`src/rtl/mem_ctrl_pkg.sv`:
```
// Shared types and constants for the LSB/fetch to byte-wide RAM controller.
package mem_ctrl_pkg;

  localparam int unsigned XLEN           = 32;
  localparam int unsigned BYTE_W         = 8;
  localparam logic [31:0] MC_IO_BASE     = 32'h0003_0000;
  localparam int unsigned MC_FETCH_BYTES = 4;

  // Request width codes (byte counts)
  localparam logic [2:0] W_NULL = 3'd0;
  localparam logic [2:0] W_BYTE = 3'd1;
  localparam logic [2:0] W_HALF = 3'd2;
  localparam logic [2:0] W_WORD = 3'd4;

  typedef enum logic [1:0] {
    MC_IDLE  = 2'd0,
    MC_LOAD  = 2'd1,
    MC_STORE = 2'd2,
    MC_FETCH = 2'd3
  } mc_state_e;

  // Latched request payload: byte count and store word
  typedef struct packed {
    logic [2:0]      width;
    logic [XLEN-1:0] data;
  } mc_req_t;

endpackage

```
`src/rtl/mem_byte_shift.sv`:
```
// Byte-lane serialiser (word -> byte) and assembler (byte -> word lane).
module mem_byte_shift
  import mem_ctrl_pkg::*;
(
  input  logic [XLEN-1:0]   tx_word,
  input  logic [1:0]        tx_lane,
  input  logic [XLEN-1:0]   rx_word,
  input  logic [1:0]        rx_lane,
  input  logic [BYTE_W-1:0] rx_byte,
  output logic [BYTE_W-1:0] tx_byte,
  output logic [XLEN-1:0]   rx_merged
);

  // Pick the outgoing byte and drop the incoming byte into its lane
  always_comb begin
    tx_byte                           = tx_word[{tx_lane, 3'b000} +: BYTE_W];
    rx_merged                         = rx_word;
    rx_merged[{rx_lane, 3'b000} +: BYTE_W] = rx_byte;
  end

endmodule

```
`src/rtl/mem_ctrl.sv`:
```
// Memory controller: serves LSB load/store and instruction fetch over a byte-wide RAM port.
module mem_ctrl
  import mem_ctrl_pkg::*;
#(
  parameter logic [31:0] IO_BASE     = MC_IO_BASE,
  parameter int unsigned FETCH_BYTES = MC_FETCH_BYTES
) (
  input  logic              clk_in,
  input  logic              rst_in,
  input  logic              rdy_in,
  input  logic              go_work,
  input  logic              l_or_s,
  input  logic [2:0]        width,
  input  logic [XLEN-1:0]   address,
  input  logic [XLEN-1:0]   value_store,
  output logic              received,
  output logic              has_result,
  output logic [XLEN-1:0]   value_load,
  input  logic              if_req,
  input  logic [XLEN-1:0]   if_addr,
  output logic              if_ready,
  output logic [XLEN-1:0]   if_inst,
  input  logic              clear_in,
  input  logic              io_buffer_full,
  input  logic [BYTE_W-1:0] mem_din,
  output logic [BYTE_W-1:0] mem_dout,
  output logic [XLEN-1:0]   mem_a,
  output logic              mem_wr
);

  mc_state_e         state_q, state_d;
  logic [2:0]        cnt_q, cnt_d;
  mc_req_t           req_q, req_d;
  logic [XLEN-1:0]   asm_q, asm_d;
  logic [1:0]        lane_q, lane_d;
  logic              load_done_q, load_done_d;
  logic              received_q, received_d;
  logic              has_result_q, has_result_d;
  logic              if_ready_q, if_ready_d;
  logic [XLEN-1:0]   mem_a_q, mem_a_d;
  logic [BYTE_W-1:0] mem_dout_q, mem_dout_d;
  logic              mem_wr_q, mem_wr_d;

  logic [1:0]        tx_lane;
  logic [1:0]        rx_lane;
  logic [BYTE_W-1:0] tx_byte;
  logic [XLEN-1:0]   rx_merged;
  logic [2:0]        last_cnt;

  // The last byte of a read arrives during the completion cycle, so it is merged on the fly there
  assign tx_lane  = 2'(cnt_q + 3'd1);
  assign rx_lane  = (state_q == MC_IDLE) ? lane_q : 2'(cnt_q - 3'd1);
  assign last_cnt = 3'(req_q.width - 3'd1);

  mem_byte_shift u_shift (
    .tx_word   (req_q.data),
    .tx_lane   (tx_lane),
    .rx_word   (asm_q),
    .rx_lane   (rx_lane),
    .rx_byte   (mem_din),
    .tx_byte   (tx_byte),
    .rx_merged (rx_merged)
  );

  assign received   = received_q;
  assign has_result = has_result_q;
  assign if_ready   = if_ready_q;
  assign mem_a      = mem_a_q;
  assign mem_dout   = mem_dout_q;
  assign mem_wr     = mem_wr_q;
  assign value_load = load_done_q ? rx_merged : '0;
  assign if_inst    = if_ready_q  ? rx_merged : '0;

  // Arbitration, byte sequencing and completion pulses
  always_comb begin
    state_d      = state_q;
    cnt_d        = cnt_q;
    req_d        = req_q;
    asm_d        = asm_q;
    lane_d       = lane_q;
    load_done_d  = load_done_q;
    received_d   = received_q;
    has_result_d = has_result_q;
    if_ready_d   = if_ready_q;
    mem_a_d      = mem_a_q;
    mem_dout_d   = mem_dout_q;
    mem_wr_d     = mem_wr_q;

    if (rdy_in) begin
      received_d   = 1'b0;
      has_result_d = 1'b0;
      load_done_d  = 1'b0;
      if_ready_d   = 1'b0;
      mem_wr_d     = 1'b0;

      case (state_q)
        MC_IDLE: begin
          if (go_work && (width == W_NULL)) begin
            // Null op rides the load path with zero bytes and touches no RAM
            received_d  = 1'b1;
            req_d.width = W_NULL;
            cnt_d       = 3'd0;
            state_d     = MC_LOAD;
          end else if (go_work && l_or_s && (address >= IO_BASE) && io_buffer_full) begin
            // I/O store held off until the UART buffer drains
          end else if (go_work) begin
            received_d  = 1'b1;
            req_d.width = width;
            req_d.data  = value_store;
            asm_d       = '0;
            cnt_d       = 3'd0;
            mem_a_d     = address;
            if (l_or_s) begin
              mem_wr_d   = 1'b1;
              mem_dout_d = value_store[BYTE_W-1:0];
              state_d    = MC_STORE;
            end else begin
              state_d    = MC_LOAD;
            end
          end else if (if_req && !clear_in) begin
            req_d.width = 3'(FETCH_BYTES);
            asm_d       = '0;
            cnt_d       = 3'd0;
            mem_a_d     = if_addr;
            state_d     = MC_FETCH;
          end
        end

        MC_LOAD, MC_FETCH: begin
          if ((state_q == MC_FETCH) && clear_in) begin
            state_d = MC_IDLE;
          end else if (req_q.width == W_NULL) begin
            has_result_d = 1'b1;
            state_d      = MC_IDLE;
          end else begin
            if (cnt_q != 3'd0) asm_d = rx_merged;
            if (cnt_q == last_cnt) begin
              lane_d  = 2'(cnt_q);
              state_d = MC_IDLE;
              if (state_q == MC_LOAD) begin
                has_result_d = 1'b1;
                load_done_d  = 1'b1;
              end else begin
                if_ready_d   = 1'b1;
              end
            end else begin
              cnt_d   = 3'(cnt_q + 3'd1);
              mem_a_d = mem_a_q + 32'd1;
            end
          end
        end

        MC_STORE: begin
          if (cnt_q == last_cnt) begin
            has_result_d = 1'b1;
            state_d      = MC_IDLE;
          end else begin
            cnt_d      = 3'(cnt_q + 3'd1);
            mem_a_d    = mem_a_q + 32'd1;
            mem_dout_d = tx_byte;
            mem_wr_d   = 1'b1;
          end
        end

        default: state_d = MC_IDLE;
      endcase
    end
  end

  // State and output registers
  always_ff @(posedge clk_in or negedge rst_in) begin
    if (!rst_in) begin
      state_q      <= MC_IDLE;
      cnt_q        <= '0;
      req_q        <= '0;
      asm_q        <= '0;
      lane_q       <= '0;
      load_done_q  <= 1'b0;
      received_q   <= 1'b0;
      has_result_q <= 1'b0;
      if_ready_q   <= 1'b0;
      mem_a_q      <= '0;
      mem_dout_q   <= '0;
      mem_wr_q     <= 1'b0;
    end else begin
      state_q      <= state_d;
      cnt_q        <= cnt_d;
      req_q        <= req_d;
      asm_q        <= asm_d;
      lane_q       <= lane_d;
      load_done_q  <= load_done_d;
      received_q   <= received_d;
      has_result_q <= has_result_d;
      if_ready_q   <= if_ready_d;
      mem_a_q      <= mem_a_d;
      mem_dout_q   <= mem_dout_d;
      mem_wr_q     <= mem_wr_d;
    end
  end

endmodule

```
`config.mk`:
```
export PLATFORM = sky130hd
export DESIGN_NAME = mem_ctrl
export DESIGN_NICKNAME = d
export VERILOG_FILES = /design/src/rtl/mem_ctrl_pkg.sv /design/src/rtl/mem_byte_shift.sv /design/src/rtl/mem_ctrl.sv
export SDC_FILE = /design/constraint.sdc
export NUM_CORES = 1
export LEC_CHECK = 0
export BUFFER_PORTS_ARGS = -buffer_cell sky130_fd_sc_hd__buf_2
export CORE_MARGIN = 5
export CORE_UTILIZATION = 30
export CTS_BUF_LIST = sky130_fd_sc_hd__clkbuf_4
export DETAILED_ROUTE_END_ITERATION = 8
export SLEW_MARGIN = 0
export SYNTH_ARGS = -nofsm -noshare
export SYNTH_HDL_FRONTEND = slang
export SYNTH_SLANG_ARGS = --single-unit
```
`constraint.sdc`:
```
create_clock -name clk_in -period 8.2 [get_ports clk_in]
set_input_delay 1.64 -clock clk_in [delete_from_list [all_inputs] [get_ports clk_in]]
set_output_delay 1.64 -clock clk_in [all_outputs]
set_load 0.01 [all_outputs]
```
### After elaboration in Yosys (flattened, before gate mapping)

Index checks and enable logic that the tools add are counted.

| word-level totals | value |
|---|---|
| register bits | 119 |
| bits of input ports | 115 |
| output and inout bits | 108 |
| logic and storage cells | 137 |

| cells by class | value |
|---|---|
| add/subtract/negate cells | 5 |
| $lt $le $gt $ge | 1 |
| eq/ne operators | 16 |
| shifts and indexed selects | 3 |
| multiplexer cells | 72 |
| bitwise logic cells | 4 |
| reduce and logical (&&, ||, !) cells | 23 |

Operators by type and width:

| operator | number |
|---|---|
| $mux W32 | 17 |
| $pmux W32 S3 | 1 |
| $pmux W32 S2 | 1 |
| $mux W8 | 5 |
| $mux W35 | 1 |
| $add A32 B1 Y32 const B | 1 |
| $bwmux W32 | 1 |
| $ge A32 B18 Y1 const B | 1 |
| $shift A8 B7 Y32 const A | 1 |
| $shiftx A32 B6 Y8 | 1 |
| $shiftx A8 B7 Y32 | 1 |
| $mux W3 | 10 |
| $mux W1 | 22 |
| $mux W2 | 9 |
| $ne A2 B2 Y1 const B | 9 |
| $pmux W8 S2 | 1 |
| $reduce_and A5 Y1 | 3 |
| $pmux W3 S3 | 1 |
| $reduce_and A8 Y1 | 1 |
| $neg A5 Y7 | 1 |
| $reduce_and A7 Y1 | 1 |
| $logic_and A1 B1 Y1 | 6 |
| $logic_not A3 Y1 | 2 |
| $pmux W2 S3 | 1 |
| 19 further kinds | 26 |

### Depth between registers and ports, before layout

| logic depth | value |
|---|---|
| depth in word-level cells | 9 |
| mapped depth | 14 |
| mapped depth without buffers | 10 |

### Modules after synthesis

Synthesis repeated with hierarchy kept, for this count alone.

| unflattened totals | value |
|---|---|
| cells, all modules | 815 |
| area, all modules | 7882.6 um^2 |

By module, submodules not included:

| module | instances | cells each | area each (um^2) | seq. area each (um^2) |
|---|---|---|---|---|
| mem_ctrl | 1 | 700 | 7039.3 | 2977.9 |
| mem_byte_shift | 1 | 115 | 843.3 | 0.0 |

### Worst setup path after synthesis

Ideal clock, no wire load.

| timing | value |
|---|---|
| kind | reg-to-output |
| start | reg cnt_q[0] |
| end | out if_inst[14] |
| arrival time | 3.210 ns |
| data required time | 6.560 ns |
| setup slack | 3.350 ns |
| cell stages (with the launch flop) | 14 |
| path buffers | 4 |
| cells stage by stage | dfrtp_1 -> buf_1 -> inv_1 -> ha_1 -> buf_1 -> nand2_1 -> o21a_1 -> ha_1 -> nor2_1 -> and3_1 -> clkbuf_1 -> clkbuf_1 -> a21oi_1 -> nor2b_1 |

| on the way | value |
|---|---|
| longest elaborated chain between the ends | 6 |
| elaborated cells between the ends (all ways) | 7 |
| classes of those cells | add/sub (2); shift (2); mux (3) |

RTL lines:

| what | RTL line | text |
|---|---|---|
| start: declaration | mem_ctrl.sv:32 | `logic [2:0] cnt_q, cnt_d;` |
| start signal: assignment | mem_ctrl.sv:187 | `cnt_q <= cnt_d;` |
| $sub A2 B1 Y2 * | mem_ctrl.sv:52 | `assign rx_lane = (state_q == MC_IDLE) ? lane_q : 2'(cnt_q - 3'd1);` |
| $mux W2 * | mem_ctrl.sv:52 |  |
| $neg A5 Y7 * | mem_byte_shift.sv:18 | `rx_merged[{rx_lane, 3'b000} +: BYTE_W] = rx_byte;` |
| $shiftx A8 B7 Y32 / $shift A8 B7 Y32 (equally long branches) | mem_byte_shift.sv:18 |  |
| $bwmux W32 * | mem_byte_shift.sv:18 |  |
| $mux W32 * | mem_ctrl.sv:72 | `assign if_inst = if_ready_q ? rx_merged : '0;` |
| end: declaration | mem_ctrl.sv:22 | `output logic [XLEN-1:0] if_inst,` |

Every way passes the cells marked *; elsewhere a longest branch is shown, timed or not.

### Final worst setup path

| timing | value |
|---|---|
| start | reg cnt_q[0] |
| end | out value_load[28] |

| on the way | value |
|---|---|
| longest elaborated chain between the ends | 6 |
| elaborated cells between the ends (all ways) | 7 |
| classes of those cells | add/sub (2); shift (2); mux (3) |

RTL lines:

| what | RTL line | text |
|---|---|---|
| $sub A2 B1 Y2 * | mem_ctrl.sv:52 |  |
| $mux W2 * | mem_ctrl.sv:52 |  |
| $neg A5 Y7 * | mem_byte_shift.sv:18 |  |
| $shiftx A8 B7 Y32 / $shift A8 B7 Y32 (equally long branches) | mem_byte_shift.sv:18 |  |
| $bwmux W32 * | mem_byte_shift.sv:18 |  |
| $mux W32 * | mem_ctrl.sv:71 | `assign value_load = load_done_q ? rx_merged : '0;` |
| end: declaration | mem_ctrl.sv:18 | `output logic [XLEN-1:0] value_load,` |

Marked as above.

==> results.toml <==
[routing]
ant_nets = 0
dr_total_vias = 7152
wl_per_cell_um = 18.9
wl_um = 25100
drt-initial-drc-count = 691
drc = 0
detail_route.vias_per_cell = 5.37
dr.pass1.iters = 5

[critical_path]
crit_slowest_cell = "dfrtp_1"
crit_path_start_kind = "flop"
crit_family = "simple AND/OR/NAND/NOR gates"
cp_data_arrival_time_ns = 4.08
path_cells = "inv_1, ha_1, nand2_1, o21a_1, ha_1, nand2_1, nor3_1, a21oi_1, nor2b_1, buf_2"
path_class = "flop to output port"
crit_fanout = 13
slowest_delay_ns = 0.83
required_ns = 6.56
cp-end-kind = "output port"
cp_num_buf_inv = 2

[floorplanning]
die-width_um = 170
die_area_um2 = 29000
io-pin-count = 223
die_height_um = 170
num_rows = 58
start_util = 0.306
design.core.area_um2 = 25300

[global_route]
grt.met2_usage = 0.273
grt_use_met3 = 0.0351
gr-max-usage-layer = "met2"
antenna_found_initial = 2
grt_pass1_vias = 7015
use_met1 = 0.229
grt_max_degree = 73
grt_pass1_wl_um = 39000
grt_usage = 0.169
grt_overflow_total = 0

[timing]
rsz0062_at_grt = "false"
tightest_slew_ns = 1.03
fin_crit_ns = 5.72
setup_ws_ns = 2.48
maxSlewViolCount = 0
fin_skew_ns = 0.0261
timing.hold.ws_ns = 0.483
finalCritPeriodShare = 0.697
finalSetupTns_ns = 0
final-hold-violation-count = 0
max_clock_freq_mhz = 175
max_slew_margin = 0.311
setup_viol = 0

[synth]
synth-adder-area-share = 0.0162
synth_top_family_by_area = "simple AND/OR/NAND/NOR gates"
ys_ff_latch = 119
yosysUniqueCellTypes = 68
netlist_instances = 798
yosysWarnings = 0
ys_top_cells_by_count = "dfrtp_1 (119), nor2b_1 (105), mux2_2 (62)"
yosys.area.top_type = "dfrtp_1"
synthArstFlopShare = 1.00
yosys.area_share.xor_xnor = 0.00340
synth_area_leaders = "dfrtp_1 (39%), mux2_2 (9.0%), nor2b_1 (8.5%)"
synth_ff_type = "dfrtp_1"
synth_nets = 923
synth.area.mux_share = 0.137
synth_area_um2 = 7720
synth.most_common_cell = "dfrtp_1"
synth-compound-area-share = 0.198
synth_top_area_share = 0.386
synth-edff-count = 0
yosysSeqAreaShare = 0.386
avgSynthCellArea_um2 = 9.67
synth-simple-area-share = 0.211

[place]
portBuffers = 222
post-place-ws_ns = 2.97
dp_hpwl_um = 18000
dp.cells = 1300
routabilityCongestion = 0.820

[layout]
fillCellCount = 2666
drive_gt1_frac = 0.351
multiInputGateArea_um2 = 4370
seq_area_um2 = 2980
final_cells = 1333
area_delta_synth_final_pct = 20.6
fin_nets = 1114

[clock_tree]
cts_sinks = 119
clk_pin_slew_ns = 0.12
cts_tree = "done"
post_cts_buffers = 0
htree_levels = 4
postCtsHoldBufs = 0
clk_latency_ns = 0.54
cts_buffer_depth = 2
numCtsBuffers = 17
cts-resized-gates = 0
ctsRootBufferMaster = "clkbuf_4"

[flow_run]
max-cap-violations = 0

[min_path]
hold_path.class = "flop to flop"

[pwr]
power.total_uw = 3360
cellLeakagePower_uw = 0.00413
p_per_area_nw_per_um2 = 361
ir_worst_vdd_mv = 0.135

[run_status]
outcome = "complete, no violations"
final timing paths:
path	from	endpoint	slack (ns)	depth (start not counted)
worst min-delay path	asm_q[25]$_DFFE_PN0P_	asm_q[25]$_DFFE_PN0P_	0.48	1
worst max register to register	cnt_q[0]$_DFFE_PN0P_	asm_q[3]$_DFFE_PN0P_	4.85	10
min in group asynchronous	rst_in	mem_a[0]$_DFFE_PN0P_	1.08	1
worst max-delay path	cnt_q[0]$_DFFE_PN0P_	value_load[28]	2.48	10
worst min register to register	asm_q[25]$_DFFE_PN0P_	asm_q[25]$_DFFE_PN0P_	0.48	1
max in group asynchronous	rst_in	asm_q[14]$_DFFE_PN0P_	5.67	2
per-layer routing:
metal,vias up,share of wire,wire [µm]
li1,3370,-,-
met1,3489,0.44,11000
met2,261,0.48,12100
met3,30,0.063,1590
met4,2,0.018,456
met5,-,0.00028,7
worst reg2reg max path: cells and delay by family, from the launching register on:
kind / cells / cell delay, ns
buf+inv: 2 / 0.26
simple gates: 3 / 0.55
compound gates: 3 / 0.64
flops: 1 / 0.83
fa+ha+maj: 2 / 1.01
state kept, by name (all words and copies together), names as in the netlist:
signal	cells
has_result	1
asm_q	32
req_q	35
state_q	2
load_done_q	1
cnt_q	3
received	1
lane_q	2
mem_a	32
if_ready	1
mem_wr	1
mem_dout	8
area by class of cell:
type / instances / area share
Antenna cell: 1 / 0.000269
Multi-Input combinational cell: 602 / 0.470
Tap cell: 330 / 0.0444
Clock inverter: 15 / 0.0168
Timing Repair Buffer: 233 / 0.129
Sequential cell: 119 / 0.320
Clock buffer: 17 / 0.0137
Inverter: 16 / 0.00645
stage by stage:
stage | area (µm²) | util
after floorplan | 7720 | -
after global placement | 9020 | 0.357
after detailed placement | 9020 | 0.357
after CTS | 9300 | 0.368
after global routing | 9310 | 0.369
final | 9310 | 0.369
cells by family after synthesis:
family,count (synthesis)
adder cells (fa/ha/maj),10
flip-flops,119
AO/OA/AOI/OAI,218
AND/OR/NAND/NOR,283
buffers and inverters,77
multiplexers,88
XOR/XNOR,3
where the power goes:
part	leakage, µW	total [µW]	switching (µW)	internal [µW]
registers	0.00144	1100	241	863
logic	0.00254	1810	1040	771
clock network	0.000152	448	284	164
total	0.00413	3360	1560	1800
layout by cell type (no fill, tap or decap), drive strengths merged, types with 4 or more instances in the layout:
cell type / Yosys / routed
inv: 16 / 26
mux2: 62 / 62
a21o: 11 / 11
a211oi: 8 / 8
o2bb2ai: 7 / 7
and4: 5 / 5
clkbuf: 34 / 17
o21ai: 34 / 34
nand4: 15 / 15
and3: 12 / 12
a221o: 18 / 18
nand2b: 4 / 4
mux4: 8 / 8
o31ai: 11 / 11
a21oi: 54 / 54
nor2: 16 / 16
nor3: 33 / 33
dfrtp: 119 / 119
o22a: 10 / 10
nor2b: 105 / 105
ha: 10 / 10
or4: 4 / 4
a31oi: 6 / 6
o22ai: 15 / 15
nor4: 8 / 8
mux2i: 18 / 18
nand2: 45 / 45
a41oi: 7 / 7
a22o: 6 / 6
a22oi: 8 / 8
buf: 27 / 233
nand3: 25 / 25
Note: power is estimated with default switching activity, not from simulation.
